<file path="src/rtl/song_recorder_if.sv">
// Song RAM write port: the recorder drives it, the RAM (or a monitor) listens.
interface song_recorder_if #(
    parameter int ADDR_BITS = 10
);
    logic                 wr_en;
    logic [ADDR_BITS-1:0] wr_addr;
    logic [7:0]           wr_data;

    modport master (output wr_en, wr_addr, wr_data);
    modport slave  (input  wr_en, wr_addr, wr_data);
endinterface

</file>
<file path="src/rtl/song_recorder.sv">
// Records a live note once per note period into one of four song slots and
// closes the song with the 7'h7F finish marker that song_select expects.
module song_recorder #(
    parameter int          ADDR_BITS   = 10,
    parameter logic [25:0] NOTE_LENGTH = 26'd50_000_000,
    parameter logic [9:0]  SLOT_SIZE   = 10'd250
) (
    input  logic             clk_in,
    input  logic             rst_in,
    input  logic             start,
    input  logic             stop,
    input  logic [1:0]       song_slot,
    input  logic [6:0]       note_in,
    song_recorder_if.master  ram,
    output logic             recording,
    output logic             done,
    output logic [7:0]       note_count,
    output logic [1:0]       state_out
);

    typedef enum logic [1:0] {
        IDLE      = 2'd0,
        RECORD    = 2'd1,
        TERMINATE = 2'd2,
        DONE      = 2'd3
    } state_t;

    state_t               state, state_d;
    logic [25:0]          cnt, cnt_d;
    logic [ADDR_BITS-1:0] base, base_d;
    logic [ADDR_BITS-1:0] addr_q, addr_d;
    logic [7:0]           data_q, data_d;
    logic [7:0]           count_d;
    logic                 wr_en_q, wr_en_d;
    logic                 sample;

    always_comb begin
        state_d = state;
        cnt_d   = cnt;
        base_d  = base;
        count_d = note_count;
        wr_en_d = 1'b0;
        addr_d  = addr_q;
        data_d  = data_q;
        sample  = (state == RECORD) && (cnt == NOTE_LENGTH - 26'd1);
        case (state)
            IDLE, DONE: begin
                // Counter preloaded so the very first RECORD cycle samples.
                if (start) begin
                    state_d = RECORD;
                    cnt_d   = NOTE_LENGTH - 26'd1;
                    base_d  = ADDR_BITS'(SLOT_SIZE) * ADDR_BITS'(song_slot);
                    count_d = 8'd0;
                end
            end
            RECORD: begin
                cnt_d = sample ? 26'd0 : cnt + 26'd1;
                if (sample) begin
                    wr_en_d = 1'b1;
                    addr_d  = base + ADDR_BITS'(note_count);
                    data_d  = (note_in == 7'h7F) ? 8'h00 : {1'b0, note_in};
                    count_d = note_count + 8'd1;
                end
                // Last data entry leaves room for the marker inside the slot.
                if (stop || (sample && 10'(note_count) == SLOT_SIZE - 10'd2))
                    state_d = TERMINATE;
            end
            TERMINATE: begin
                wr_en_d = 1'b1;
                addr_d  = base + ADDR_BITS'(note_count);
                data_d  = 8'h7F;
                state_d = DONE;
            end
            default: state_d = IDLE;
        endcase
    end

    always_ff @(posedge clk_in) begin
        if (rst_in) begin
            state      <= IDLE;
            cnt        <= '0;
            base       <= '0;
            addr_q     <= '0;
            data_q     <= '0;
            wr_en_q    <= 1'b0;
            note_count <= '0;
            recording  <= 1'b0;
            done       <= 1'b0;
        end else begin
            state      <= state_d;
            cnt        <= cnt_d;
            base       <= base_d;
            addr_q     <= addr_d;
            data_q     <= data_d;
            wr_en_q    <= wr_en_d;
            note_count <= count_d;
            recording  <= (state_d == RECORD) || (state_d == TERMINATE);
            done       <= (state_d == DONE);
        end
    end

    assign state_out   = state;
    assign ram.wr_en   = wr_en_q;
    assign ram.wr_addr = addr_q;
    assign ram.wr_data = data_q;

endmodule

</file>
<file path="src/flat_wrapper.sv">
// flat-port wrapper written by rule: the top's interface ports become plain ports
module song_recorder_flat 
#(
    parameter int          ADDR_BITS   = 10,
    parameter logic [25:0] NOTE_LENGTH = 26'd50_000_000,
    parameter logic [9:0]  SLOT_SIZE   = 10'd250
)
  (clk_in, rst_in, start, stop, song_slot, note_in, recording, done, note_count, state_out, ram_wr_en, ram_wr_addr, ram_wr_data);
  song_recorder_if #(.ADDR_BITS(ADDR_BITS)) ram_i ();
  input  logic clk_in;
  input  logic rst_in;
  input  logic start;
  input  logic stop;
  input  logic [1:0] song_slot;
  input  logic [6:0] note_in;
  output logic recording;
  output logic done;
  output logic [7:0] note_count;
  output logic [1:0] state_out;
  output wire logic [$bits(ram_i.wr_en)-1:0] ram_wr_en;
  output wire logic [$bits(ram_i.wr_addr)-1:0] ram_wr_addr;
  output wire logic [$bits(ram_i.wr_data)-1:0] ram_wr_data;
  assign ram_wr_en = ram_i.wr_en;
  assign ram_wr_addr = ram_i.wr_addr;
  assign ram_wr_data = ram_i.wr_data;
  song_recorder #(.ADDR_BITS(ADDR_BITS), .NOTE_LENGTH(NOTE_LENGTH), .SLOT_SIZE(SLOT_SIZE)) u_core (.clk_in(clk_in), .rst_in(rst_in), .start(start), .stop(stop), .song_slot(song_slot), .note_in(note_in), .ram(ram_i), .recording(recording), .done(done), .note_count(note_count), .state_out(state_out));
endmodule
</file>
<file path="config.mk">
export PLATFORM = sky130hd
export DESIGN_NAME = song_recorder_flat
export DESIGN_NICKNAME = d
export VERILOG_FILES = /design/src/rtl/song_recorder_if.sv /design/src/rtl/song_recorder.sv /design/src/flat_wrapper.sv
export SDC_FILE = /design/constraint.sdc
export NUM_CORES = 1
export LEC_CHECK = 0
export BUFFER_PORTS_ARGS = -buffer_cell sky130_fd_sc_hd__buf_2
export CAP_MARGIN = 30
export CORE_ASPECT_RATIO = 0.8
export CORE_UTILIZATION = 60
export DETAILED_ROUTE_END_ITERATION = 6
export GPL_TIMING_DRIVEN = 0
export HOLD_SLACK_MARGIN = 0.05
export PLACE_DENSITY_LB_ADDON = 0.1
export SETUP_SLACK_MARGIN = 0.02
export SKIP_LAST_GASP = 1
export SYNTH_ARGS = -nofsm -noshare
export SYNTH_HDL_FRONTEND = slang
export SYNTH_SLANG_ARGS = --single-unit
</file>
<file path="constraint.sdc">
create_clock -name clk_in -period 3.55 [get_ports clk_in]
set_input_delay 0.355 -clock clk_in [delete_from_list [all_inputs] [get_ports clk_in]]
set_output_delay 0.355 -clock clk_in [all_outputs]
set_load 0.02 [all_outputs]
</file>
==> results.json <==
{
  "dr_wl_met2_um": 3590,
  "top_layer": "met4",
  "syn_inst": 410,
  "grt_usage_pct": 31.4,
  "syn2layout_area_growth_pct": 14.6,
  "synth_xor_area_share_pct": 2.87,
  "synth_compound_area_share_pct": 21.7,
  "r2r-start": "u_core.state_out[0]",
  "design.die.area_um2": 5900,
  "yosysTopAreaCell": "dfxtp_1",
  "grt-ovfl-total": 0,
  "grt_setup_unrepaired": "false",
  "clk_latency_ns": 0.35,
  "ys_ff_latch": 62,
  "critPathMaxFanout": 10,
  "criticalPathCategory": "register to register",
  "h-tree-depth": 3,
  "post_drt_wl_per_cell_um": 15.8,
  "cp.required_ns": 3.81,
  "timing.fmax_mhz": 369,
  "max_slew.worst_pin.slew_ns": 0.833,
  "total_power_mw": 2.77,
  "crit_path_end_kind": "register",
  "skew_ns": 0.00671,
  "grt_antenna_before_repair": 0,
  "max_cap_viol_count": 0,
  "synthArstFlopShare_pct": 0,
  "io_pins": 44,
  "cp-startpoint": "u_core.state_out[0]",
  "finalWirelength_um": 8560,
  "synthMuxAreaShare_pct": 0.596,
  "relSlewSlack_pct": 44.0,
  "fillerInstances": 404,
  "gp_congestion": 0.931,
  "yosys-top-cells-area": "dfxtp_1, a21oi_1, ha_1",
  "slew_violations": 0,
  "cts-resized-gates": 0,
  "place_area_um2": 3660,
  "avgSynthCellArea_um2": 8.19,
  "power.density_nw_per_um2": 720,
  "cts_setup_buffers": 0,
  "final_cell_area_um2": 3850,
  "clkSlewWorstSetupHoldPaths_ns": 0.06,
  "fp.coreArea_um2": 5210,
  "synth_top_family_by_area": "simple AND/OR/NAND/NOR gates",
  "setup_tns_ns": 0,
  "clk_path_buf_depth": 2,
  "drive_gt1_share_pct": 16.1,
  "cts_tree": "yes",
  "drtAntennaViolNets": 0,
  "n_antenna_cell": 0,
  "initial_core_util_pct": 64.5,
  "grt_max_degree": 11,
  "vdd_drop_max_uv": 505,
  "met1_length_um": 3990,
  "yosys-top-cells-count": "dfxtp_1, a21oi_1, nor2_1",
  "yosysWarnings": 0,
  "hold_class": "primary input to register",
  "holdBufCountCts": 0,
  "period_share_pct": 76.3,
  "vias": 3329,
  "status": "completed",
  "synth_edf_count": 0,
  "min_from": "song_slot[0]",
  "netlist_area_um2": 3360,
  "fin_cells": 542,
  "first_pass_iters": 5,
  "drt-initial-drc-count": 320,
  "ctsRootBufferMaster": "clkbuf_8",
  "grt_pass1_wl_um": 14200,
  "synth_top_area_share_pct": 36.9,
  "grt_pass1_vias": 2965,
  "post_synth_and_or_nand_nor_area_fraction_pct": 26.7,
  "io_buffer_count": 42,
  "synth_fa_ha_area_share_pct": 6.55,
  "drc": 0,
  "leakage_nw": 1.51,
  "dpl.hpwl_um": 6110,
  "yosysSeqAreaShare_pct": 36.9,
  "rows": 23,
  "synthFlopType": "dfxtp_1",
  "wl_met3_um": 839,
  "cp_data_arrival_time_ns": 2.97,
  "nNetsFinal": 493,
  "place_inst": 527,
  "synth_cell_types": 58,
  "final_util_pct": 73.9,
  "dieWidth_um": 85.7,
  "ff2ff_setup_slack_ns": 0.84,
  "vias_per_cell": 6.14,
  "cts_buffers": 9,
  "post-route-min-period_ns": 2.71,
  "die_h_um": 68.9,
  "synth_nets": 440,
  "synth_most_common_cell": "dfxtp_1",
  "finalHoldViolCount": 0,
  "finalSetupViolations": 0,
  "cp-start-kind": "register",
  "cts.sinks": 62
}
[where the power goes]
group,internal [mW],leakage [nW],switching (mW)
clock,0.327,0.0958,0.265
combinational,0.399,0.902,0.722
sequential,0.885,0.508,0.172
[layout make-up]
cell class | instances | area [um2] | share of cell area [%]
Tap cell | 75 | 93.8 | 2.44
Buffer | 19 | 91.3 | 2.37
Multi-Input combinational cell | 313 | 1970 | 51.1
Sequential cell | 62 | 1240 | 32.2
Timing Repair Buffer | 42 | 210 | 5.46
Inverter | 16 | 60.1 | 1.56
Clock buffer | 15 | 186 | 4.84
[cell usage in the layout (no fill, tap or decap), drive strengths merged, types with 6 or more instances in the layout]
cell type | synthesis | layout
a211oi | 18 | 18
nand2 | 35 | 35
clkbuf | 12 | 27
buf | 7 | 49
nand4 | 16 | 16
dfxtp | 62 | 62
nor3 | 14 | 14
xor2 | 7 | 7
nor4 | 7 | 7
o31ai | 6 | 6
o21ai | 21 | 21
nand3 | 18 | 18
and3 | 6 | 6
inv | 16 | 16
or3 | 11 | 11
ha | 16 | 16
a21oi | 44 | 44
nor2 | 37 | 37
[metal layers]
metal | up-vias | global-route usage (%)
met5 | - | 0
met4 | 0 | 9.17
met3 | 16 | 10.7
met2 | 160 | 47.7
met1 | 1539 | 42.4
li1 | 1614 | -
[worst max-delay path: stages (launching register included)]
cell,delay (ns)
dfxtp_1,0.38
inv_1,0.08
ha_1,0.33
mux2i_1,0.49
clkbuf_1,0.45
nor2_1,0.30
a21o_1,0.36
a211oi_1,0.24
[final timing paths]
path / cells past startpoint / to
worst max-delay path: 7 / u_core.cnt[0]
worst min-delay path: 3 / u_core.base[3]
worst max register to register: 7 / u_core.cnt[0]
worst min register to register: 2 / u_core.ram.wr_addr[3]
[registers in the layout, summed over array words and instances (netlist names)]
| name | count |
|---|---|
| u_core.note_count | 8 |
| u_core.state_out | 2 |
| u_core.recording | 1 |
| u_core.base | 6 |
| u_core.cnt | 26 |
| u_core.ram.wr_data | 7 |
| u_core.done | 1 |
| u_core.ram.wr_en | 1 |
| u_core.ram.wr_addr | 10 |
[cells by family after synthesis]
| group | after synthesis |
|---|---|
| AND/OR/NAND/NOR | 169 |
| AO/OA/AOI/OAI | 113 |
| flip-flops | 62 |
| buffers and inverters | 35 |
| adder cells (fa/ha/maj) | 17 |
| XOR/XNOR | 11 |
| multiplexers | 2 |
| other | 1 |
[through the flow]
stage | setup WS, ns | hold slack, ns
6_report | 0.842 | 0.286
5_1_grt | 0.701 | 0.271
4_1_cts | 0.892 | 0.269
3_5_place_dp | 0.941 | 0.442
3_3_place_gp | 0.996 | 0.437
2_1_floorplan | 1.32 | 0.440
(Power assumes the default switching activity.)
